**src/rtl/awp_pkg.sv**
```systemverilog
// Shared types and constants for the AWP loop sequencer.
// State encodings, op codes and FIC geometry.
package awp_pkg;

    localparam int FIC_W = 6;
    localparam logic [FIC_W-1:0] FIC_MAX = 6'd63;

    localparam logic [1:0] OP_MUL  = 2'b00;
    localparam logic [1:0] OP_DIV  = 2'b01;
    localparam logic [1:0] OP_NORM = 2'b10;
    localparam logic [1:0] OP_RSVD = 2'b11;

    typedef enum logic [2:0] {
        S_IDLE  = 3'd0,
        S_LOAD  = 3'd1,
        S_LWAIT = 3'd2,
        S_CLR   = 3'd3,
        S_CWAIT = 3'd4,
        S_STEP  = 3'd5,
        S_SWAIT = 3'd6,
        S_DONE  = 3'd7
    } state_t;

endpackage

```
**src/rtl/awp_loop_seq.sv**
```systemverilog
// Iteration sequencer driving the FIC loop counter.
// Every output is a flop fed from the next-state decode.
module awp_loop_seq
    import awp_pkg::*;
(
    input  logic             clk_sys,
    input  logic             rst_,
    input  logic             start,
    input  logic [0:1]       op,
    input  logic [0:FIC_W-1] count_in,
    input  logic [0:FIC_W-1] fic,
    input  logic             norm_done,
    input  logic             abort,
    output logic             fic_rab_,
    output logic             fic_load_,
    output logic             fic_cda,
    output logic             fic_cua_,
    output logic [0:FIC_W-1] fic_in,
    output logic             step,
    output logic             busy,
    output logic             done,
    output logic             err
);

    state_t           state_q;
    state_t           state_n;
    logic [1:0]       op_q;
    logic [1:0]       op_n;
    logic [0:FIC_W-1] cnt_n;
    logic             abt_q;
    logic             abt_n;
    logic             errf_q;
    logic             errf_n;

    logic             is_norm;
    logic             rab_d;
    logic             load_d;
    logic             cda_d;
    logic             cua_d;
    logic             step_d;
    logic             busy_d;
    logic             done_d;
    logic             err_d;

    // Next-state decode; abort overrides every busy state but DONE.
    always_comb begin
        state_n = state_q;
        op_n    = op_q;
        cnt_n   = fic_in;
        abt_n   = abt_q;
        errf_n  = errf_q;
        unique case (state_q)
            S_IDLE: begin
                abt_n  = 1'b0;
                errf_n = 1'b0;
                if (start && !abort) begin
                    op_n  = op;
                    cnt_n = count_in;
                    unique case (op)
                        OP_MUL,
                        OP_DIV:  state_n = S_LOAD;
                        OP_NORM: state_n = S_CLR;
                        OP_RSVD: begin
                            state_n = S_DONE;
                            errf_n  = 1'b1;
                        end
                    endcase
                end
            end
            S_LOAD:  state_n = S_LWAIT;
            S_LWAIT: state_n = (fic == '0) ? S_DONE : S_STEP;
            S_CLR:   state_n = abt_q ? S_DONE : S_CWAIT;
            S_CWAIT: state_n = norm_done ? S_DONE : S_STEP;
            S_STEP:  state_n = S_SWAIT;
            S_SWAIT: begin
                if (op_q == OP_NORM) begin
                    if (norm_done) begin
                        state_n = S_DONE;
                    end else if (fic == FIC_MAX) begin
                        state_n = S_DONE;
                        errf_n  = 1'b1;
                    end else begin
                        state_n = S_STEP;
                    end
                end else begin
                    state_n = (fic == '0) ? S_DONE : S_STEP;
                end
            end
            S_DONE:  state_n = S_IDLE;
        endcase
        // A clear already in flight serves the abort; skip a second pulse.
        if (abort && state_q != S_IDLE && state_q != S_DONE) begin
            abt_n   = 1'b1;
            errf_n  = 1'b1;
            state_n = (state_q == S_CLR) ? S_DONE : S_CLR;
        end
    end

    // Strobe decode from the state being entered.
    always_comb begin
        is_norm = (op_n == OP_NORM);
        rab_d   = (state_n == S_CLR);
        load_d  = (state_n != S_LOAD);
        cda_d   = (state_n == S_STEP) && !is_norm;
        cua_d   = !((state_n == S_STEP) && is_norm);
        step_d  = (state_n == S_STEP);
        busy_d  = (state_n != S_IDLE);
        done_d  = (state_n == S_DONE);
        err_d   = done_d && errf_n;
    end

    // State and registered outputs; reset holds FIC cleared.
    always_ff @(posedge clk_sys or negedge rst_) begin
        if (!rst_) begin
            state_q   <= S_IDLE;
            op_q      <= OP_MUL;
            abt_q     <= 1'b0;
            errf_q    <= 1'b0;
            fic_in    <= '0;
            fic_rab_  <= 1'b1;
            fic_load_ <= 1'b1;
            fic_cda   <= 1'b0;
            fic_cua_  <= 1'b1;
            step      <= 1'b0;
            busy      <= 1'b0;
            done      <= 1'b0;
            err       <= 1'b0;
        end else begin
            state_q   <= state_n;
            op_q      <= op_n;
            abt_q     <= abt_n;
            errf_q    <= errf_n;
            fic_in    <= cnt_n;
            fic_rab_  <= rab_d;
            fic_load_ <= load_d;
            fic_cda   <= cda_d;
            fic_cua_  <= cua_d;
            step      <= step_d;
            busy      <= busy_d;
            done      <= done_d;
            err       <= err_d;
        end
    end

endmodule

```
**config.mk**
```make
export PLATFORM = sky130hd
export DESIGN_NAME = awp_loop_seq
export DESIGN_NICKNAME = d
export VERILOG_FILES = /design/src/rtl/awp_pkg.sv /design/src/rtl/awp_loop_seq.sv
export SDC_FILE = /design/constraint.sdc
export NUM_CORES = 1
export LEC_CHECK = 0
export BUFFER_PORTS_ARGS = -buffer_cell sky130_fd_sc_hd__buf_2
export CORE_ASPECT_RATIO = 1.4
export CORE_MARGIN = 1
export CORE_UTILIZATION = 50
export DETAILED_ROUTE_END_ITERATION = 8
export GPL_TIMING_DRIVEN = 0
export PLACE_DENSITY = 0.84
export SLEW_MARGIN = 20
export SYNTH_ARGS = -nofsm -noshare
export SYNTH_HDL_FRONTEND = slang
export SYNTH_SLANG_ARGS = --single-unit
export TNS_END_PERCENT = 30
```
**constraint.sdc**
```tcl
create_clock -name clk_sys -period 3.9 [get_ports clk_sys]
set_input_delay 0.78 -clock clk_sys [delete_from_list [all_inputs] [get_ports clk_sys]]
set_output_delay 0.78 -clock clk_sys [all_outputs]
set_load 0.02 [all_outputs]
```
==> summary.txt <==
Floorplanning
  • Die area: 0.00213 mm^2
  • Die H: 54.2 um
  • IO Count: 33
  • Die Span X: 39.3 um
  • Number of cell rows: 18
  • Initial Util: 54.1%
  • Area of the core: 0.00180 mm^2

Finish
  • Fin nets: 154
  • Final std cells w/o fill: 154
  • Fraction of layout cells with a size suffix above 1: 38.8%
  • Fillers: 162
  • Util after Layout: 65.9%
  • Footprint of the multi-input gates: 410 um^2
  • Register area: 529 um^2
  • ANT cells: 0
  • Area Growth Syn to Fin: 21.8%

Timing
  • Setup-failing EPs final: 0
  • Max-slew headroom: 62.2%
  • Fmax: 541 MHz
  • Final worst-path cycle share: 47.4%
  • Final Hold Fails: 0
  • RSZ-0062 raised after global routing: no
  • Fin. max-slew vios: 0
  • Hold slack: 0.404 ns
  • Worst slew pin tran: 0.565 ns
  • Setup TNS Final: 0 ns
  • Min cycle time layout: 1.85 ns
  • Layout Skew: 0.00492 ns

Critical path
  • Crit path max-delay cell type: o32ai_1
  • Crit path kind: in2reg
  • Worst R2R Start: state_q[0]
  • Setup crit end: fic_cda
  • Origin of the worst setup path: abort
  • Reg2Reg Depth: 4
  • CP Data Required Time: 4.09 ns
  • Crit-path max FO: 8
  • R2r endpoint: fic_cda
  • WP depth: 5
  • Critical Path AT: 2.04 ns
  • CP endpoint kind: flip-flop
  • Crit path cell chain: buf_2, mux2_2, o32ai_1, or2_1, nor3_2
  • Startpoint types: input port
  • CP delay by family, top: compound AO/OA/AOI/OAI gates
  • Max incr delay on CP: 0.49 ns
  • Worst Path Buf+Inv: 1
  • Reg2Reg Setup Slack: 2.14 ns

Global routing
  • First-pass GRT wire length: 3060 um
  • Initial antenna violation count: 0
  • Vias in the first global route: 770
  • Remaining global-route overflow: 0
  • Gr usage total: 21.6%
  • Largest net degree at the start of global routing: 22

Synthesis
  • Mean Syn Cell Area: 9.95 um^2
  • EDFF count, synth: 0
  • Sequential area share after synthesis: 54.3%
  • Post-synthesis cell count: 98
  • Library cells used by synthesis: 33
  • Post-Syn Nets: 117
  • Async set-reset flop share out of synthesis: 100%
  • Main synth FF type: dfrtp_1
  • Synthesis-stage register bit count: 21
  • Synth Cell Area: 975 um^2
  • Synth warn: 0

CTS
  • Clk pin slew, worst setup/hold paths: 0.12 ns
  • Clock sink count: 21
  • Clk Latency, worst-skew pair: 0.30 ns
  • CTS Hold Bufs: 0
  • Post-cts resize count: 0
  • Post-CTS setup buffers: 0
  • Clock tree root buffer cell: clkbuf_4
  • Cts bufs inserted: 3
  • Max clock buf depth: 2
  • TritonCTS clock tree: built
  • H-tree levels: 1

Power and ir drop
  • Pwr/cell area: 755 mW/mm^2
  • Comb power frac: 49.2%
  • Maximum VDD drop: 0.453 mV
  • Clock power frac: 11.3%
  • Net Switching: 0.000380 W
  • Pint: 0.000516 W
  • Switching portion of total power: 42.4%
  • Leak: 0.586 nW
  • Flop pwr share: 39.5%
  • PnR Total Power: 0.000896 W

Status
  • Status: finished, final reports clean

Routing
  • DRC violations left: 0
  • Detail Route Antenna Nets: 0
  • Total Wirelength: 2020 um
  • Vias: 832
  • Via density per instance: 5.40
  • 1st-iter DRT viols: 6
  • Pre-Repair DR Iteration Count: 4
  • Wire per inst: 13.1 um

Placement
  • Final HPWL DP: 1640 um
  • Buffers on Ports: 32
  • GPL Wtd Cong: 0.851
  • Placed cell count: 150

Hold path
  • HP Class: in2async

Job
  • MaxCap Viol Count: 0
## flip-flops by register name (all words and copies together) (netlist names)
signal / cells
abt_q: 1
busy: 1
done: 1
err: 1
errf_q: 1
fic_cda: 1
fic_cua_: 1
fic_in: 6
fic_load_: 1
fic_rab_: 1
op_q: 2
state_q: 3
step: 1
## cells by family (layout without fill, tap and decap cells)
family	after synthesis	in the layout	share of synthesized area [%]
AO/OA/AOI/OAI	13	13	10.1
buffers and inverters	7	43	3.59
flip-flops	21	21	54.3
multiplexers	3	3	3.34
AND/OR/NAND/NOR	54	54	28.6
## worst min path at each step
stage                     slack (ns)   endpoint  startpoint
after detailed placement        0.46  fic_in[2]   fic_in[2]
final                           0.40       done        rst_
after global routing            0.43       done        rst_
after global placement          0.45  fic_in[0]   fic_in[0]
after floorplan                 0.45    op_q[1]     op_q[1]
after CTS                       0.41       done        rst_
## power by group through the flow
| stage | Combinational, W | Clock [W] | Sequential (W) |
|---|---|---|---|
| CTS | 0.000444 | 0.000106 | 0.000355 |
| global route | 0.000489 | 0.000116 | 0.000363 |
| global placement | 0.000427 | 0 | 0.000354 |
| finish | 0.000441 | 0.000101 | 0.000354 |
| detailed placement | 0.000443 | 0 | 0.000359 |
| floorplan | 0.000247 | 0 | 0.000426 |
## stage by stage
| stage | setup slack [ns] | instance area [um^2] |
|---|---|---|
| 6_report | 2.05 | 1190 |
| 2_1_floorplan | 2.02 | 975 |
| 3_5_place_dp | 1.76 | 1160 |
| 4_1_cts | 2.08 | 1190 |
| 5_1_grt | 1.99 | 1190 |
| 3_3_place_gp | 1.76 | 1160 |
## final cells by class
class                           instances  share of cell area (%)
Multi-Input combinational cell         70                    34.6
Buffer                                  3                    1.69
Sequential cell                        21                    44.6
Timing Repair Buffer                   32                    13.5
Inverter                                4                    1.26
Clock inverter                          1                   0.421
Tap cell                               20                    2.11
Clock buffer                            3                    1.90
## layout by cell type, fill, tap and decap left out, drive strengths merged, types with 2 or more instances in the layout
master,count
nor2,7
mux2,2
nor3b,2
dfrtp,18
o21ai,3
dfstp,3
buf,35
nand2,25
inv,4
nor3,3
nand3,4
nor2b,2
nand2b,3
a21oi,4
clkbuf,3
## cell usage after synthesis (2+ instances only)
library cell	number	share of area, %
inv_1	3	1.2
nand3_1	4	2.1
nand2b_1	3	1.9
o21ai_0	3	1.5
nor2_1	7	2.7
dfrtp_1	18	46
dfstp_2	3	8.1
nand2_1	24	9.2
nor3_1	2	1.0
a21oi_1	4	2.1
buf_4	2	1.5
nor3b_2	2	2.6
mux2_2	2	2.3
nor2b_1	2	1.3
## per-layer routing
metal | GRT usage, % | routed length [um] | up-vias
met5 | 0 | 0 | -
met4 | 13.8 | 28 | 0
met3 | 1.63 | 35 | 4
met2 | 40.3 | 1180 | 13
li1 | - | - | 412
met1 | 22.3 | 779 | 403
## worst reg2reg max path, stage by stage (launching register included)
cell     delay (ns)
dfrtp_1        0.45
mux2_2         0.37
o32ai_1        0.49
or2_1          0.28
nor3_2         0.06
No activity file was read; power rests on OpenSTA's default activity.
